`config.mk`:
```
export PLATFORM = sky130hd
export DESIGN_NAME = fetch_pc_sequencer_flat
export DESIGN_NICKNAME = d
export VERILOG_FILES = /design/src/rtl/fetch_pc_sequencer_if.sv /design/src/rtl/fetch_pc_sequencer.sv /design/src/flat_wrapper.sv
export SDC_FILE = /design/constraint.sdc
export NUM_CORES = 1
export LEC_CHECK = 0
export CAP_MARGIN = 5
export CORE_UTILIZATION = 43
export CTS_CLUSTER_DIAMETER = 80
export DETAILED_ROUTE_END_ITERATION = 12
export PLACE_DENSITY = 0.88
export SLEW_MARGIN = 20
export SYNTH_ARGS = -nofsm -noshare
export SYNTH_HDL_FRONTEND = slang
export SYNTH_SLANG_ARGS = --single-unit
```
`constraint.sdc`:
```
create_clock -name clk_i -period 4 [get_ports clk_i]
set_input_delay 0.8 -clock clk_i [delete_from_list [all_inputs] [get_ports clk_i]]
set_output_delay 0.8 -clock clk_i [all_outputs]
set_load 0.01 [all_outputs]
```
`src/rtl/fetch_pc_sequencer_if.sv`:
```
// Fetch-stage bundle: decode handshake, execute redirect, BTB lookup and the
// instruction-memory request/response channel, all grouped around one sequencer.
interface fetch_pc_sequencer_if #(
  parameter int unsigned ADDR_WIDTH = 32,
  parameter int unsigned INST_WIDTH = 32
) ();
  logic                  stall;
  logic                  redirect_valid;
  logic [ADDR_WIDTH-1:0] redirect_pc;
  logic                  btb_hit;
  logic [ADDR_WIDTH-1:0] btb_predicted_pc;
  logic [ADDR_WIDTH-1:0] pc;
  logic                  imem_req;
  logic [ADDR_WIDTH-1:0] imem_addr;
  logic                  imem_gnt;
  logic                  imem_rsp_valid;
  logic [INST_WIDTH-1:0] imem_rdata;
  logic                  fetch_valid;
  logic [INST_WIDTH-1:0] fetch_inst;
  logic                  fetch_pred_taken;
  logic [ADDR_WIDTH-1:0] fetch_pred_pc;

  // Sequencer side.
  modport master (
    input  stall, redirect_valid, redirect_pc, btb_hit, btb_predicted_pc,
    input  imem_gnt, imem_rsp_valid, imem_rdata,
    output pc, imem_req, imem_addr, fetch_valid, fetch_inst, fetch_pred_taken, fetch_pred_pc
  );

  // Environment side: decode, execute, BTB and instruction memory.
  modport slave (
    output stall, redirect_valid, redirect_pc, btb_hit, btb_predicted_pc,
    output imem_gnt, imem_rsp_valid, imem_rdata,
    input  pc, imem_req, imem_addr, fetch_valid, fetch_inst, fetch_pred_taken, fetch_pred_pc
  );
endinterface

```
`src/rtl/fetch_pc_sequencer.sv`:
```
// Fetch-stage controller: owns the fetch PC, issues one instruction-memory request
// at a time, discards responses made stale by a redirect and buffers one
// instruction while decode is stalled.
// Optional macro BTB_PREDICT_EN: when defined the BTB steers the next PC; when
// undefined the BTB inputs are ignored and the next PC is always pc+4.
module fetch_pc_sequencer #(
  parameter int unsigned           ADDR_WIDTH   = 32,
  parameter int unsigned           INST_WIDTH   = 32,
  parameter logic [ADDR_WIDTH-1:0] RESET_VECTOR = '0
) (
  input logic                   clk_i,
  input logic                   rst_ni,
  fetch_pc_sequencer_if.master  bus
);

  typedef enum logic [2:0] {StBoot, StReq, StWait, StHold, StDrop} state_e;

  state_e                state_q, state_d;
  logic [ADDR_WIDTH-1:0] pc_q, pc_d;
  logic [INST_WIDTH-1:0] inst_q, inst_d;

  logic [ADDR_WIDTH-1:0] pc_plus4;
  logic [ADDR_WIDTH-1:0] pred_next;
  logic                  pred_taken;
  logic                  req;
  logic                  granted;
  logic                  valid_raw;
  logic                  fetch_valid;
  logic                  accept;

  assign pc_plus4 = pc_q + ADDR_WIDTH'(4);

`ifdef BTB_PREDICT_EN
  assign pred_taken = bus.btb_hit;
  assign pred_next  = bus.btb_hit ? bus.btb_predicted_pc : pc_plus4;
`else
  logic unused_btb;
  assign unused_btb = ^{bus.btb_hit, bus.btb_predicted_pc};
  assign pred_taken = 1'b0;
  assign pred_next  = pc_plus4;
`endif

  assign req     = (state_q == StReq) && !bus.stall;
  assign granted = req && bus.imem_gnt;

  // A response in WAIT is handed straight to decode only if decode can take it;
  // otherwise it is parked in the HOLD buffer.
  assign valid_raw   = ((state_q == StWait) && bus.imem_rsp_valid && !bus.stall) ||
                       (state_q == StHold);
  assign fetch_valid = valid_raw && !bus.redirect_valid;
  assign accept      = fetch_valid && !bus.stall;

  assign bus.pc               = pc_q;
  assign bus.imem_req         = req;
  assign bus.imem_addr        = pc_q;
  assign bus.fetch_valid      = fetch_valid;
  assign bus.fetch_inst       = ((state_q == StWait) && bus.imem_rsp_valid) ? bus.imem_rdata
                                                                            : inst_q;
  assign bus.fetch_pred_taken = fetch_valid && pred_taken;
  assign bus.fetch_pred_pc    = fetch_valid ? pred_next : '0;

  // Next-state: redirect overrides everything, otherwise walk the fetch handshake.
  always_comb begin
    state_d = state_q;
    pc_d    = pc_q;
    inst_d  = inst_q;
    if (bus.redirect_valid) begin
      pc_d = bus.redirect_pc;
      unique case (state_q)
        // A response arriving with the redirect retires the outstanding request.
        StWait:  state_d = bus.imem_rsp_valid ? StReq : StDrop;
        StReq:   state_d = granted ? StDrop : StReq;
        StDrop:  state_d = bus.imem_rsp_valid ? StReq : StDrop;
        default: state_d = StReq;
      endcase
    end else begin
      unique case (state_q)
        StBoot: state_d = StReq;
        StReq:  if (granted) state_d = StWait;
        StWait: begin
          if (bus.imem_rsp_valid) begin
            if (bus.stall) begin
              inst_d  = bus.imem_rdata;
              state_d = StHold;
            end else begin
              state_d = StReq;
            end
          end
        end
        StHold: if (!bus.stall) state_d = StReq;
        StDrop: if (bus.imem_rsp_valid) state_d = StReq;
        default: state_d = StBoot;
      endcase
      if (accept) pc_d = pred_next;
    end
  end

  // State registers with synchronous active-low reset.
  always_ff @(posedge clk_i) begin
    if (!rst_ni) begin
      state_q <= StBoot;
      pc_q    <= RESET_VECTOR;
      inst_q  <= '0;
    end else begin
      state_q <= state_d;
      pc_q    <= pc_d;
      inst_q  <= inst_d;
    end
  end

endmodule
```
`src/flat_wrapper.sv`:
```
// flat-port wrapper written by rule: the top's interface ports become plain ports
module fetch_pc_sequencer_flat 
#(
  parameter int unsigned           ADDR_WIDTH   = 32,
  parameter int unsigned           INST_WIDTH   = 32,
  parameter logic [ADDR_WIDTH-1:0] RESET_VECTOR = '0
)
  (clk_i, rst_ni, bus_stall, bus_redirect_valid, bus_redirect_pc, bus_btb_hit, bus_btb_predicted_pc, bus_imem_gnt, bus_imem_rsp_valid, bus_imem_rdata, bus_pc, bus_imem_req, bus_imem_addr, bus_fetch_valid, bus_fetch_inst, bus_fetch_pred_taken, bus_fetch_pred_pc);
  fetch_pc_sequencer_if #(.ADDR_WIDTH(ADDR_WIDTH), .INST_WIDTH(INST_WIDTH)) bus_i ();
  input logic clk_i;
  input logic rst_ni;
  input wire logic [$bits(bus_i.stall)-1:0] bus_stall;
  input wire logic [$bits(bus_i.redirect_valid)-1:0] bus_redirect_valid;
  input wire logic [$bits(bus_i.redirect_pc)-1:0] bus_redirect_pc;
  input wire logic [$bits(bus_i.btb_hit)-1:0] bus_btb_hit;
  input wire logic [$bits(bus_i.btb_predicted_pc)-1:0] bus_btb_predicted_pc;
  input wire logic [$bits(bus_i.imem_gnt)-1:0] bus_imem_gnt;
  input wire logic [$bits(bus_i.imem_rsp_valid)-1:0] bus_imem_rsp_valid;
  input wire logic [$bits(bus_i.imem_rdata)-1:0] bus_imem_rdata;
  output wire logic [$bits(bus_i.pc)-1:0] bus_pc;
  output wire logic [$bits(bus_i.imem_req)-1:0] bus_imem_req;
  output wire logic [$bits(bus_i.imem_addr)-1:0] bus_imem_addr;
  output wire logic [$bits(bus_i.fetch_valid)-1:0] bus_fetch_valid;
  output wire logic [$bits(bus_i.fetch_inst)-1:0] bus_fetch_inst;
  output wire logic [$bits(bus_i.fetch_pred_taken)-1:0] bus_fetch_pred_taken;
  output wire logic [$bits(bus_i.fetch_pred_pc)-1:0] bus_fetch_pred_pc;
  assign bus_i.stall = bus_stall;
  assign bus_i.redirect_valid = bus_redirect_valid;
  assign bus_i.redirect_pc = bus_redirect_pc;
  assign bus_i.btb_hit = bus_btb_hit;
  assign bus_i.btb_predicted_pc = bus_btb_predicted_pc;
  assign bus_i.imem_gnt = bus_imem_gnt;
  assign bus_i.imem_rsp_valid = bus_imem_rsp_valid;
  assign bus_i.imem_rdata = bus_imem_rdata;
  assign bus_pc = bus_i.pc;
  assign bus_imem_req = bus_i.imem_req;
  assign bus_imem_addr = bus_i.imem_addr;
  assign bus_fetch_valid = bus_i.fetch_valid;
  assign bus_fetch_inst = bus_i.fetch_inst;
  assign bus_fetch_pred_taken = bus_i.fetch_pred_taken;
  assign bus_fetch_pred_pc = bus_i.fetch_pred_pc;
  fetch_pc_sequencer #(.ADDR_WIDTH(ADDR_WIDTH), .INST_WIDTH(INST_WIDTH), .RESET_VECTOR(RESET_VECTOR)) u_core (.clk_i(clk_i), .rst_ni(rst_ni), .bus(bus_i));
endmodule
```
==> metrics.cfg <==
[grt]
grt.overflow.total=0
grt_max_degree=56
antenna_found_initial=1
first_global_vias=4364
gr-usage-all-layers=0.259
grt_pass1_wl_mm=20.9

[run_status]
status=complete, no violations

[cts]
root_buffer=clkbuf_8
clk_latency_ps=340
htreeDepth=3
cts.path.max_buffers=2
cts_inserted_buffers=9
clock_sinks=67
cts_tree=built
clk_pin_slew_ps=90

[finish]
drive_gt1_frac=0.107
design_area_sq_um=6320
final_core_util=0.671
syn_to_final_growth_pct=48.3
fill_cells=736
finalNonFillerCells=839
final_common_cell=clkdlybuf4s50_1
layout_common_cells=clkdlybuf4s50_1 (199), nand2_1 (88), dfxtp_1 (67), a21oi_1 (60), nor2_1 (52)
nNetsFinal=808

[power_and_ir_drop]
p_comb_frac=0.181
p_sw_w=0.000444
sw_frac_of_total=0.275
clkPwrFrac=0.359
p_leak_nw=2.12
p_per_area_nw_per_um2=256
ir_worst_vdd_uv=149
p_seq_frac=0.460
intPower_w=0.00117

[die]
core_sq_um=9420
pin_count=234
die_w_microns=102
initial_core_util=0.452
die_height_microns=102
row_count=35
die-area_sq_um=10300

[worst_setup_path]
worstPathArrival_ps=2860
cp-start-kind=flip-flop
critPathKind=flip-flop to primary output
endpoint_kind=primary output
path_max_fanout=10
crit_required_ps=3200

[detailed_routing]
wl_per_cell_microns=16.1
wl_mm=13.5
drc_errors=0
routed_via_density=5.36
vias=4496
drt_iter0_markers=185
ant_nets=0
dr.pass1.iters=5

[synthesis]
syn_area_sq_um=4260
synthArstFlopShare=0
yosys_warnings=0
netlist_instances=557
synth_area_leaders=dfxtp_1 (32%), mux2_2 (8.5%), nand2_1 (7.8%)
synth_nets=661
ys_ff_latch=67
netlist-cell-type-count=45
synth_top_cell_by_area=dfxtp_1
synth_edf_count=0
synth.top_cell.area_share=0.315
seq_area_frac_synth=0.315
avgSynthCellArea_sq_um=7.64
synthFlopType=dfxtp_1

[sta]
worst_slew_pin_slew_ps=802
finalSetupViolCount=0
max_freq_mhz=273
timing.final.crit_share=0.915
slew_headroom=0.465
fin_crit_ps=3660
hold_ws_ps=454
slew_viol_final=0
hold_violations=0
rsz0062_at_grt=false
tns_ps=0
clock_skew_ps=18.5

[run]
maxCapViolations=0

[placed_design]
dp_hpwl_mm=9.81
dp_cells=819
io_buffers=199
place_congestion=0.886
placed_cell_area_sq_um=6090

[worst_hold_path]
hold_path_class=flip-flop to flip-flop

-- sequential cells by signal, indices dropped and copies added (netlist names) --
| name | cells |
|---|---|
| u_core.state_q | 3 |
| u_core.inst_q | 32 |
| u_core.bus.imem_addr | 32 |
-- layout make-up --
type                       instances  area [sq um]  share of cell area
clock buffer                      10           138              0.0218
tap                              129           161              0.0256
sequential                        67          1340               0.212
inverter                           4          15.0             0.00238
antenna                            1          2.50            0.000396
timing repair buffer             214          2120               0.335
multi-input combinational        408          2480               0.392
clock inverter                     6          65.1              0.0103
-- Yosys cell counts, types with 2 or more instances --
cell	n
nand4_1	15
and2_1	2
and4_1	2
clkbuf_1	28
nor4bb_1	2
a21oi_1	60
nand2_1	88
a311oi_1	2
and3_1	5
mux2_2	32
nor3_1	16
nand4_4	2
or3_1	7
inv_1	3
buf_2	14
xor2_1	22
nor4_1	6
o21ai_0	27
dfxtp_1	67
nand3_1	13
o221a_2	3
clkbuf_2	2
buf_4	34
xnor2_1	27
nor2_1	52
nor2b_1	4
a211oi_1	4
-- cell families after synthesis --
family,synth area share
AOI/OAI and AO/OA,0.128
xor gates and xnor gates,0.101
adders and majority gates,0.00294
buffers and inverters,0.107
DFF,0.315
other,0.000881
and+or+nand+nor,0.258
muxes,0.0870
-- per-stage QoR --
| stage | total power, W | worst slack, ps |
|---|---|---|
| finish | 0.00162 | 341 |
| global route | 0.00168 | 156 |
| CTS | 0.00163 | 165 |
| detailed placement | 0.00105 | 485 |
| global placement | 0.00104 | 495 |
| floorplan | 0.000885 | 1310 |
-- layer usage --
layer	vias up	wire (microns)	GRT usage	share of wire
met4	0	261	0.116	0.019
met1	2087	5190	0.279	0.38
li1	2162	-	-	-
met5	-	0	0	0
met3	23	1240	0.0773	0.092
met2	224	6790	0.465	0.50
-- worst max-delay path, cell delays in order, from the launching register on --
cell and delay (ps):
dfxtp_1 570, nand4_1 290, nor3_1 620, nand4_1 190
xor2_1 180, nor2_1 100, clkdlybuf4s50_1 560
-- power groups by stage --
stage | clock, W | combinational, W | sequential (W)
2_1_floorplan | 0 | 0.000140 | 0.000745
3_3_place_gp | 0 | 0.000286 | 0.000754
3_5_place_dp | 0 | 0.000292 | 0.000757
4_1_cts | 0.000592 | 0.000293 | 0.000742
5_1_grt | 0.000621 | 0.000313 | 0.000748
6_report | 0.000581 | 0.000292 | 0.000743
-- worst paths after layout --
path | start | cells after the start | to | slack (ps)
setup / recovery | u_core.bus.imem_addr[18] | 6 | bus_fetch_pred_pc[30] | 340
hold / removal | u_core.inst_q[17] | 2 | u_core.inst_q[17] | 450
setup reg to reg | u_core.bus.imem_addr[18] | 5 | u_core.bus.imem_addr[29] | 1800
hold reg to reg | u_core.inst_q[17] | 2 | u_core.inst_q[17] | 450
-- timing repair --
item / in CTS / in global routing
setup buffers: 0 / 3
endpoints found under the setup margin: 0 / 3
endpoints found under the hold margin: 0 / 0
hold buffers: 0 / 0
gates resized for setup: 0 / 0
(Power assumes the default switching activity.)
